## config.mk

```make
export PLATFORM = sky130hd
export DESIGN_NAME = axi4_lite_mul_slave
export DESIGN_NICKNAME = d
export VERILOG_FILES = /design/src/rtl/axi4_lite_mul_pkg.sv /design/src/rtl/axi4_lite_seq_mul.sv /design/src/rtl/axi4_lite_mul_slave.sv
export SDC_FILE = /design/constraint.sdc
export NUM_CORES = 1
export LEC_CHECK = 0
export CAP_MARGIN = 30
export CELL_PAD_IN_SITES_DETAIL_PLACEMENT = 1
export CELL_PAD_IN_SITES_GLOBAL_PLACEMENT = 1
export CORE_MARGIN = 3
export CORE_UTILIZATION = 49
export DETAILED_ROUTE_END_ITERATION = 10
export PLACE_DENSITY = 0.84
export SLEW_MARGIN = 10
export SYNTH_ARGS = -nofsm -noshare
export SYNTH_HDL_FRONTEND = slang
export SYNTH_SLANG_ARGS = --single-unit
```

## constraint.sdc

```tcl
create_clock -name clk -period 4.8 [get_ports clk]
set_input_delay 0.96 -clock clk [delete_from_list [all_inputs] [get_ports clk]]
set_output_delay 0.96 -clock clk [all_outputs]
set_load 0.01 [all_outputs]
```

## src/rtl/axi4_lite_mul_pkg.sv

```systemverilog
// Shared types, response codes, register bit positions and address map helpers
// for the AXI4-Lite multiplier slave.
package axi4_lite_mul_pkg;

    localparam logic RESP_OK  = 1'b1;
    localparam logic RESP_ERR = 1'b0;

    localparam int CTRL_START    = 0;
    localparam int CTRL_CLR_DONE = 1;
    localparam int CTRL_IEN      = 2;

    localparam int STAT_BUSY = 0;
    localparam int STAT_DONE = 1;

    typedef enum logic [1:0] {
        WR_IDLE    = 2'd0,
        WR_HAVE_AW = 2'd1,
        WR_HAVE_W  = 2'd2,
        WR_RESP    = 2'd3
    } wr_state_e;

    typedef enum logic {
        RD_IDLE = 1'b0,
        RD_RESP = 1'b1
    } rd_state_e;

    // Word addresses of each register block, as a function of chunks per operand.
    function automatic int a_base(input int na);
        return 0 * na;
    endfunction

    function automatic int b_base(input int na);
        return na;
    endfunction

    function automatic int res_base(input int na);
        return 2 * na;
    endfunction

    function automatic int ctrl_addr(input int na);
        return 4 * na;
    endfunction

    function automatic int stat_addr(input int na);
        return 4 * na + 1;
    endfunction

endpackage

```

## src/rtl/axi4_lite_seq_mul.sv

```systemverilog
// Radix-2 shift-add unsigned multiplier, one multiplier bit per cycle; the
// result register updates and done rises exactly SZ cycles after busy rises.
module axi4_lite_seq_mul #(
    parameter int SZ = 32
) (
    input  logic            clk,
    input  logic            rst_n,
    input  logic            start_i,
    input  logic            clr_done_i,
    input  logic [SZ-1:0]   a_i,
    input  logic [SZ-1:0]   b_i,
    output logic            busy_o,
    output logic            done_o,
    output logic [2*SZ-1:0] product_o
);

    localparam int CW = $clog2(SZ + 1);

    logic [2*SZ-1:0] mcand_q;
    logic [2*SZ-1:0] acc_q;
    logic [2*SZ-1:0] res_q;
    logic [2*SZ-1:0] acc_d;
    logic [SZ-1:0]   mplier_q;
    logic [CW-1:0]   cnt_q;
    logic            busy_q;
    logic            done_q;

    assign acc_d = acc_q + (mplier_q[0] ? mcand_q : '0);

    always_ff @(posedge clk or negedge rst_n) begin
        if (!rst_n) begin
            mcand_q  <= '0;
            acc_q    <= '0;
            res_q    <= '0;
            mplier_q <= '0;
            cnt_q    <= '0;
            busy_q   <= 1'b0;
            done_q   <= 1'b0;
        end else if (start_i) begin
            mcand_q  <= {{SZ{1'b0}}, a_i};
            mplier_q <= b_i;
            acc_q    <= '0;
            cnt_q    <= '0;
            busy_q   <= 1'b1;
            done_q   <= 1'b0;
        end else begin
            // Completion overrides a clear arriving on the same edge.
            if (clr_done_i) begin
                done_q <= 1'b0;
            end
            if (busy_q) begin
                acc_q    <= acc_d;
                mcand_q  <= mcand_q << 1;
                mplier_q <= mplier_q >> 1;
                cnt_q    <= cnt_q + 1'b1;
                if (cnt_q == CW'(SZ - 1)) begin
                    res_q  <= acc_d;
                    busy_q <= 1'b0;
                    done_q <= 1'b1;
                end
            end
        end
    end

    assign busy_o    = busy_q;
    assign done_o    = done_q;
    assign product_o = res_q;

endmodule

```

## src/rtl/axi4_lite_mul_slave.sv

```systemverilog
// AXI4-Lite register front end for the sequential multiplier: operand chunks,
// result chunks, CTRL and STATUS. Define AXI_LITE_MUL_IRQ_EN for the done interrupt.
//
// Handshake rule on every channel: a transfer happens on the rising edge where
// valid and ready are both high; valid, once raised, holds with stable payload
// until that edge.
module axi4_lite_mul_slave
    import axi4_lite_mul_pkg::*;
#(
    parameter int SZ  = 32,
    parameter int DSZ = 8,
    parameter int ASZ = 5
) (
    input  logic           clk,
    input  logic           _rst,
    input  logic [ASZ-1:0] awaddr,
    input  logic           awvalid,
    output logic           awready,
    input  logic [DSZ-1:0] wdata,
    input  logic           wvalid,
    output logic           wready,
    output logic           bresp,
    output logic           bvalid,
    input  logic           bready,
    input  logic [ASZ-1:0] araddr,
    input  logic           arvalid,
    output logic           arready,
    output logic [DSZ-1:0] rdata,
    output logic           rresp,
    output logic           rvalid,
    input  logic           rready,
`ifdef AXI_LITE_MUL_IRQ_EN
    output logic           irq,
`endif
    output wr_state_e      dbg_wr_state_o,
    output rd_state_e      dbg_rd_state_o
);

    localparam int NA = SZ / DSZ;

    wr_state_e       wr_state_q, wr_state_d;
    rd_state_e       rd_state_q, rd_state_d;
    logic            out_of_rst_q;
    logic [ASZ-1:0]  awaddr_q;
    logic [DSZ-1:0]  wdata_q;
    logic            bresp_q;
    logic [DSZ-1:0]  rdata_q;
    logic            rresp_q;
    logic [SZ-1:0]   a_q, a_d;
    logic [SZ-1:0]   b_q, b_d;
    logic            aw_hs, w_hs, ar_hs, wr_fire;
    logic [ASZ-1:0]  wr_addr;
    logic [DSZ-1:0]  wr_data;
    logic [31:0]     wr_addr_x, rd_addr_x;
    logic            wr_ok, rd_ok;
    logic [DSZ-1:0]  rd_data;
    logic            mul_start, mul_clr, busy, done;
    logic [2*SZ-1:0] product;
`ifdef AXI_LITE_MUL_IRQ_EN
    logic            ien_q, ien_d;
`endif

    // Readies stay low while reset is asserted and until the first edge after release.
    assign awready = out_of_rst_q && (wr_state_q == WR_IDLE || wr_state_q == WR_HAVE_W);
    assign wready  = out_of_rst_q && (wr_state_q == WR_IDLE || wr_state_q == WR_HAVE_AW);
    assign arready = out_of_rst_q && (rd_state_q == RD_IDLE);
    assign aw_hs   = awvalid && awready;
    assign w_hs    = wvalid && wready;
    assign ar_hs   = arvalid && arready;

    always_comb begin
        wr_state_d = wr_state_q;
        wr_fire    = 1'b0;
        case (wr_state_q)
            WR_IDLE: begin
                if (aw_hs && w_hs) begin
                    wr_state_d = WR_RESP;
                    wr_fire    = 1'b1;
                end else if (aw_hs) begin
                    wr_state_d = WR_HAVE_AW;
                end else if (w_hs) begin
                    wr_state_d = WR_HAVE_W;
                end
            end
            WR_HAVE_AW: begin
                if (w_hs) begin
                    wr_state_d = WR_RESP;
                    wr_fire    = 1'b1;
                end
            end
            WR_HAVE_W: begin
                if (aw_hs) begin
                    wr_state_d = WR_RESP;
                    wr_fire    = 1'b1;
                end
            end
            WR_RESP: begin
                if (bready) begin
                    wr_state_d = WR_IDLE;
                end
            end
            default: wr_state_d = WR_IDLE;
        endcase
    end

    // The half that completes the pair is taken straight from the bus.
    assign wr_addr   = (wr_state_q == WR_HAVE_AW) ? awaddr_q : awaddr;
    assign wr_data   = (wr_state_q == WR_HAVE_W) ? wdata_q : wdata;
    assign wr_addr_x = 32'(wr_addr);
    assign rd_addr_x = 32'(araddr);

    always_comb begin
        a_d       = a_q;
        b_d       = b_q;
        wr_ok     = RESP_ERR;
        mul_start = 1'b0;
        mul_clr   = 1'b0;
`ifdef AXI_LITE_MUL_IRQ_EN
        ien_d     = ien_q;
`endif
        for (int k = 0; k < NA; k++) begin
            if (wr_addr_x == 32'(a_base(NA) + k)) begin
                wr_ok = !busy;
                if (wr_fire && !busy) a_d[k*DSZ +: DSZ] = wr_data;
            end
            if (wr_addr_x == 32'(b_base(NA) + k)) begin
                wr_ok = !busy;
                if (wr_fire && !busy) b_d[k*DSZ +: DSZ] = wr_data;
            end
        end
        if (wr_addr_x == 32'(ctrl_addr(NA))) begin
            wr_ok = !(wr_data[CTRL_START] && busy);
            if (wr_fire && wr_ok) begin
                mul_start = wr_data[CTRL_START];
                mul_clr   = wr_data[CTRL_CLR_DONE];
`ifdef AXI_LITE_MUL_IRQ_EN
                ien_d     = wr_data[CTRL_IEN];
`endif
            end
        end
    end

    always_comb begin
        rd_state_d = rd_state_q;
        case (rd_state_q)
            RD_IDLE: if (ar_hs) rd_state_d = RD_RESP;
            RD_RESP: if (rready) rd_state_d = RD_IDLE;
            default: rd_state_d = RD_IDLE;
        endcase
    end

    // Read decode sees pre-edge register values, so a same-cycle write is not visible.
    always_comb begin
        rd_data = '0;
        rd_ok   = RESP_ERR;
        for (int k = 0; k < NA; k++) begin
            if (rd_addr_x == 32'(a_base(NA) + k)) begin
                rd_ok   = RESP_OK;
                rd_data = a_q[k*DSZ +: DSZ];
            end
            if (rd_addr_x == 32'(b_base(NA) + k)) begin
                rd_ok   = RESP_OK;
                rd_data = b_q[k*DSZ +: DSZ];
            end
        end
        for (int j = 0; j < 2 * NA; j++) begin
            if (rd_addr_x == 32'(res_base(NA) + j)) begin
                rd_ok = !busy;
                if (!busy) rd_data = product[j*DSZ +: DSZ];
            end
        end
        if (rd_addr_x == 32'(ctrl_addr(NA))) begin
            rd_ok = RESP_OK;
`ifdef AXI_LITE_MUL_IRQ_EN
            rd_data[CTRL_IEN] = ien_q;
`endif
        end
        if (rd_addr_x == 32'(stat_addr(NA))) begin
            rd_ok              = RESP_OK;
            rd_data[STAT_BUSY] = busy;
            rd_data[STAT_DONE] = done;
        end
    end

    always_ff @(posedge clk or negedge _rst) begin
        if (!_rst) begin
            out_of_rst_q <= 1'b0;
            wr_state_q   <= WR_IDLE;
            rd_state_q   <= RD_IDLE;
            awaddr_q     <= '0;
            wdata_q      <= '0;
            bresp_q      <= 1'b0;
            rdata_q      <= '0;
            rresp_q      <= 1'b0;
            a_q          <= '0;
            b_q          <= '0;
`ifdef AXI_LITE_MUL_IRQ_EN
            ien_q        <= 1'b0;
`endif
        end else begin
            out_of_rst_q <= 1'b1;
            wr_state_q   <= wr_state_d;
            rd_state_q   <= rd_state_d;
            if (aw_hs) awaddr_q <= awaddr;
            if (w_hs) wdata_q <= wdata;
            if (wr_fire) bresp_q <= wr_ok;
            if (ar_hs) begin
                rdata_q <= rd_data;
                rresp_q <= rd_ok;
            end
            a_q <= a_d;
            b_q <= b_d;
`ifdef AXI_LITE_MUL_IRQ_EN
            ien_q <= ien_d;
`endif
        end
    end

    axi4_lite_seq_mul #(.SZ(SZ)) u_mul (
        .clk        (clk),
        .rst_n      (_rst),
        .start_i    (mul_start),
        .clr_done_i (mul_clr),
        .a_i        (a_q),
        .b_i        (b_q),
        .busy_o     (busy),
        .done_o     (done),
        .product_o  (product)
    );

    assign bvalid         = (wr_state_q == WR_RESP);
    assign bresp          = bresp_q;
    assign rvalid         = (rd_state_q == RD_RESP);
    assign rdata          = rdata_q;
    assign rresp          = rresp_q;
    assign dbg_wr_state_o = wr_state_q;
    assign dbg_rd_state_o = rd_state_q;
`ifdef AXI_LITE_MUL_IRQ_EN
    assign irq            = done && ien_q;
`endif

endmodule

```

==> results of run 1 <==
worst max-delay path by stage:
| stage | from | end | slack (ns) | depth (start not counted) |
|---|---|---|---|---|
| 2_1_floorplan | u_mul.mplier_q[0] | u_mul.acc_q[57] | 1.30 | 14 |
| 5_1_grt | u_mul.mplier_q[0] | u_mul.acc_q[57] | 0.1 | 12 |
| 3_3_place_gp | u_mul.mplier_q[0] | u_mul.product_o[37] | 0.78 | 12 |
| 6_report | u_mul.mplier_q[0] | u_mul.acc_q[57] | 0.27 | 12 |
| 4_1_cts | u_mul.mplier_q[0] | u_mul.product_o[55] | 0.38 | 12 |
| 3_5_place_dp | u_mul.mplier_q[0] | u_mul.product_o[37] | 0.62 | 12 |
metrics by stage:
stage	power [uW]	worst slack [ns]	cells	instance area [sq um]	utilization, %
6_report	9370	0.270	2535	20500	55.6
5_1_grt	9850	0.0964	2535	20500	55.6
4_1_cts	9390	0.378	2533	20500	55.6
3_5_place_dp	6450	0.623	2469	19200	52.3
3_3_place_gp	6250	0.777	2464	19200	52.1
2_1_floorplan	5410	1.30	2050	18400	-
cells in the final DEF (no fill, tap or decap), types with 12 or more instances in the layout:
master | netlist | final
o21ai_0 | 229 | 229
o21bai_1 | 13 | 13
o22ai_1 | 12 | 12
nand4_1 | 22 | 22
a211oi_1 | 14 | 14
xor2_1 | 25 | 25
and3_1 | 26 | 25
a22oi_1 | 33 | 33
clkdlybuf4s50_1 | 0 | 39
nor2_1 | 81 | 79
o211ai_1 | 13 | 13
dfrtp_1 | 323 | 322
ha_1 | 69 | 69
nor2b_1 | 21 | 21
o31ai_1 | 12 | 12
and2_1 | 75 | 75
nand2_1 | 466 | 466
mux2i_1 | 70 | 70
a21o_1 | 44 | 44
a21oi_1 | 81 | 81
o21a_1 | 20 | 20
nor3_1 | 14 | 14
inv_1 | 28 | 28
or3_1 | 14 | 14
nand3_1 | 29 | 28
clkbuf_16 | 0 | 37
buf_4 | 2 | 29
mux2_2 | 33 | 33
xnor2_1 | 30 | 30
synth_stat cells, types with 25 or more instances:
master,instances
nand3_1,29
a21o_1,44
inv_1,28
xor2_1,25
dfrtp_1,323
nand2_1,466
a22oi_1,33
nor2_1,81
a21oi_1,81
and2_1,75
mux2i_1,70
clkbuf_1,104
o21ai_0,229
and3_1,26
ha_1,69
xnor2_1,30
mux2_2,33
layer usage:
| layer | share of wire [%] | up-vias | routed length [microns] |
|---|---|---|---|
| met5 | 0 | - | 0 |
| met4 | 4.6 | 0 | 2660 |
| met3 | 4.5 | 143 | 2570 |
| met2 | 49 | 412 | 28100 |
| met1 | 42 | 8047 | 24000 |
| li1 | - | 7199 | - |
state kept, by name (all words and copies together) (netlist names), 2 cells and up:
signal and count:
u_mul.acc_q 64, u_mul.mcand_q 64, u_mul.product_o 64, a_q 32
b_q 32, u_mul.mplier_q 32, rdata 8, wdata_q 8
u_mul.cnt_q 6, awaddr_q 5, dbg_wr_state_o 2
worst max-delay path, delay by kind of cell (launching register included):
kind            cells  cell delay [ns]
compound gates      8             2.65
simple gates        2             0.66
fa+ha+maj           1             0.39
flops               1             0.38
buf+inv             1             0.31
report_power, final:
group          switching, uW  internal [uW]  total (uW)
Sequential               443           3250        3690
Clock                   1170           1720        2890
Combinational           1770           1010        2780
Total                   3380           5990        9370
area by class of cell:
type / instances / area, sq um
Sequential cell: 323 / 8090
Timing Repair Buffer: 77 / 732
Inverter: 30 / 113
Multi-Input combinational cell: 1573 / 9730
Clock inverter: 12 / 150
Tap cell: 468 / 586
Clock buffer: 52 / 1070
Fill cell: 4188 / 16300
kinds of logic (layout without fill, tap and decap cells):
logic type | after synthesis | in the layout
flip-flops | 323 | 323
XOR/XNOR | 55 | 55
other | 1 | 1
adder cells (fa/ha/maj) | 70 | 70
AO/OA/AOI/OAI | 554 | 554
AND/OR/NAND/NOR | 779 | 779
buffers and inverters | 154 | 171
multiplexers | 114 | 114
==> impl_metrics.toml, run 1 <==
[routing]
avgRoutedWirePerCell_microns = 22.6
drc = 0
drtIter0Drc = 947
viasPerCell = 6.23
detail-route-antenna-nets = 0
drt-total-wl_microns = 57300
drt-pass1-iter-count = 5
vias = 15801

[global_routing]
grt_max_degree = 114
use_met2_pct = 50.6
grt_first_pass_wirelength_microns = 92300
globalRouteOverflowTotal = 0
use_met1_pct = 36.8
grt_antenna_before_repair = 0
track_usage_pct = 29.3
grt_use_met3_pct = 3.63
grt_pass1_vias = 16865
grt.busiest_layer = "met2"

[yosys]
synth_edf_count = 0
synth_area_leaders = "dfrtp_1 44%, nand2_1 9.5%, o21ai_0 6.2%"
synth_simple_gate_area_share_pct = 19.0
synth_compound_area_share_pct = 19.2
ys_seq_area_share_pct = 44.0
synthFlopType = "dfrtp_1"
syn_area_sq_um = 18400
muxShareOfSynthArea_pct = 7.18
synth-xor-area-share_pct = 2.62
ys_warn_count = 0
async_reset_ff_share_pct = 100
syn_avg_cell_area_sq_um = 8.96
synth-adder-area-share_pct = 4.81
ys_types = 77
netlist.area_leader.share_pct = 44.0
synth_top_area_cell = "dfrtp_1"
synth_top_family_by_area = "compound AO/OA/AOI/OAI gates"
syn_nets = 2145
synth.ff_latch_count = 323
syn_inst = 2050

[worst_setup_path]
r2r_slack_ns = 0.27
reg2reg_from = "u_mul.mplier_q[0]"
startpoint_type = "flop"
worst_r2r_path_depth = 12
critPathKind = "flop to flop"
slowest_stage = "a31oi_1"
path_cells = "buf_4, and2_1, ha_1, o21ai_0, or3b_1, a31oi_1, o211ai_1, a41oi_2, o2111ai_4, a2111oi_4, o21ai_1, a32o_1"
cp_data_required_time_ns = 5.23
cp_data_arrival_time_ns = 4.96
slowest_delay_ns = 0.53
cp_max_fo = 63
worstSetupEndpointType = "flop"
r2r-end = "u_mul.acc_q[57]"

[sta]
hold_slack_ns = 0.428
period_share_pct = 94.4
drv_slew = 0
fin_tns_setup_ns = 0
fin_skew_ns = 0.0151
setup_violations = 0
relSlewSlack_pct = 35.6
hold_viol_final = 0
rsz0062_at_grt = "no"
worst_pin_slew_ns = 0.939
max_freq_ghz = 0.221
period_minus_slack_ns = 4.53

[cts]
clock_latency_ns = 0.56
cts_buffer_depth = 3
postCtsResizedCells = 0
cts_inserted_buffers = 37
tritoncts = "done"
numClockSinks = 323
root_buffer = "clkbuf_16"
cts.reportedPaths.clkPinSlew_ns = 0.06
htree_levels = 2
cts_setup_buffers = 0
ctsHoldBuffers = 0

[pwr]
p_leak_uw = 0.00951
vdd_drop_max_mv = 0.354
power_density_nw_per_um2 = 458

[placement]
dpl.hpwl_microns = 40200
port_buffers = 42
finalWeightedCongestion = 0.961

[floorplanning]
core_sq_um = 36800
dieHeight_microns = 200
start_util_pct = 49.9
std_cell_rows = 70
die_w_microns = 200
dieArea_sq_um = 39900
pin_count = 43

[min_path]
min_path_type = "input port to asynchronous set/reset pin"

[final_layout]
diodes = 0
layout.nets = 2137
drive_gt1_share_pct = 7.84
syn2layout_area_growth_pct = 11.4

[run]
drv_cap = 0

[outcome]
status = "completed"
Power figures use the tool's default switching activity.
==> run 2, diff against run 1 <==
Settings changed: PLACE_DENSITY 0.84 to 0.88.
Clock period 4.8 ns to 5.1 ns, I/O delays scaled along.
==> run 2 against run 1 <==
Against the previous run:
- via count rose by 1.4%
- clock skew increased by 0.0073 ns
- critical path type unchanged
- largest cell class unchanged
- non-clock buffer count up 2
- global-route usage is 1.1 points higher
- combinational power shrank 7.6%
- utilization rose by 0.41 points
- count of clock-buffer cells in the layout is 4 higher
- sequential share of layout area down 0.29 points
==> impl_metrics.toml, run 2 (synthesis gave the netlist of run 1 again) <==
[pwr]
combPwrFrac_pct = 28.6
p_sw_share_pct = 36.1
pwr-share-clk_pct = 32.3
vdd_drop_max_mv = 0.392
p_total_uw = 8990
pwr-share-seq_pct = 39.1
power_density_nw_per_um2 = 436
p_sw_uw = 3250
p_leak_uw = 0.00962
intPower_uw = 5740

[final_layout]
final_util_pct = 56.0
fin_cells = 2543
drive_gt1_share_pct = 8.10
diodes = 0
layout.nets = 2140
layout_common_cells = "466 x nand2_1, 322 x dfrtp_1, 229 x o21ai_0"
syn2layout_area_growth_pct = 12.2
final_common_cell = "nand2_1"

[worst_setup_path]
worst_r2r_path_depth = 13
r2r-end = "u_mul.product_o[58]"
crit_start = "u_mul.mplier_q[0]"
reg2reg_from = "u_mul.mplier_q[0]"
startpoint_type = "flop"
worstSetupEndpointType = "flop"
r2r_slack_ns = 0.76
critPathKind = "flop to flop"
cp_data_arrival_time_ns = 4.76
cp_data_required_time_ns = 5.53
cp_max_fo = 37

[sta]
drv_slew = 0
relSlewSlack_pct = 26.1
rsz0062_at_grt = "no"
setup_violations = 0
max_freq_ghz = 0.231
setup_ws_ns = 0.764
fin_tns_setup_ns = 0
fin_skew_ns = 0.0225
period_share_pct = 85.0
period_minus_slack_ns = 4.34
worst_pin_slew_ns = 1.08
hold_viol_final = 0

[placement]
dpl.hpwl_microns = 40700
dp_cells = 2467
pre_cts_ws_ns = 0.699
port_buffers = 42
finalWeightedCongestion = 0.906

[cts]
ctsHoldBuffers = 0
tritoncts = "done"
numClockSinks = 323
cts_buffer_depth = 3
root_buffer = "clkbuf_16"
cts_setup_buffers = 0
cts.reportedPaths.clkPinSlew_ns = 0.06
cts_inserted_buffers = 38
postCtsResizedCells = 0
clock_latency_ns = 0.57
htree_levels = 2

[routing]
drt-pass1-iter-count = 5
drc = 0
detail-route-antenna-nets = 0
viasPerCell = 6.30
avgRoutedWirePerCell_microns = 23.7
drt-total-wl_microns = 60200
drtIter0Drc = 1143
vias = 16015

[global_routing]
globalRouteOverflowTotal = 0
grt_max_degree = 117
grt_pass1_vias = 17195
track_usage_pct = 30.4
grt_first_pass_wirelength_microns = 95800
grt_antenna_before_repair = 2

[min_path]
hold_depth = 2
min_path_type = "flop to flop"
holdPathEnd = "u_mul.product_o[13]"
min_from = "u_mul.product_o[13]"

[floorplanning]
dieArea_sq_um = 39900
die_w_microns = 200
start_util_pct = 49.9
std_cell_rows = 70
dieHeight_microns = 200
core_sq_um = 36800
pin_count = 43

[run]
drv_cap = 0

[outcome]
status = "completed"
-- run 2: worst max-delay path: stages, from the launching register on --
cell,delay [ns]
dfrtp_1,0.36
buf_4,0.20
buf_4,0.26
and2_1,0.19
ha_1,0.35
nor2b_1,0.27
o31a_1,0.23
nor3_1,0.11
or3_1,0.49
a2111oi_2,0.58
o211ai_1,0.28
a211o_1,0.38
and3_1,0.21
o31ai_1,0.27
-- run 2: layout make-up --
class / count / area (sq um)
Clock inverter: 14 / 200
Timing Repair Buffer: 79 / 766
Inverter: 30 / 113
Sequential cell: 323 / 8090
Tap cell: 468 / 586
Multi-Input combinational cell: 1573 / 9730
Fill cell: 4201 / 16200
Clock buffer: 56 / 1140
-- run 2: worst max-delay path by stage --
stage               depth (start not counted)  slack (ns)                   to
finish                                     13        0.76  u_mul.product_o[58]
detailed placement                         10        0.70      u_mul.acc_q[52]
global route                               13        0.53  u_mul.product_o[42]
floorplan                                  14        1.60      u_mul.acc_q[57]
CTS                                        11        0.78    u_mul.mcand_q[47]
global placement                           10        0.89             rdata[0]
-- run 2: through the flow --
step,hold slack (ns),cell area (sq um)
after floorplan,0.438,18400
after global placement,0.453,19200
after detailed placement,0.462,19200
after CTS,0.475,20500
after global routing,0.500,20600
final,0.477,20600
-- run 2: metal layers --
metal / GRT usage, % / routed length (microns)
met1: 37.5 / 24900
met2: 52.9 / 29800
met3: 5.14 / 3020
met4: 12.7 / 2460
met5: 0 / 13
-- run 2: power by group through the flow --
| stage | logic [uW] | registers (uW) | clock network, uW |
|---|---|---|---|
| 2_1_floorplan | 1770 | 3320 | 0 |
| 3_3_place_gp | 2350 | 3500 | 0 |
| 3_5_place_dp | 2490 | 3530 | 0 |
| 4_1_cts | 2540 | 3500 | 2940 |
| 5_1_grt | 2810 | 3570 | 3060 |
| 6_report | 2570 | 3510 | 2900 |
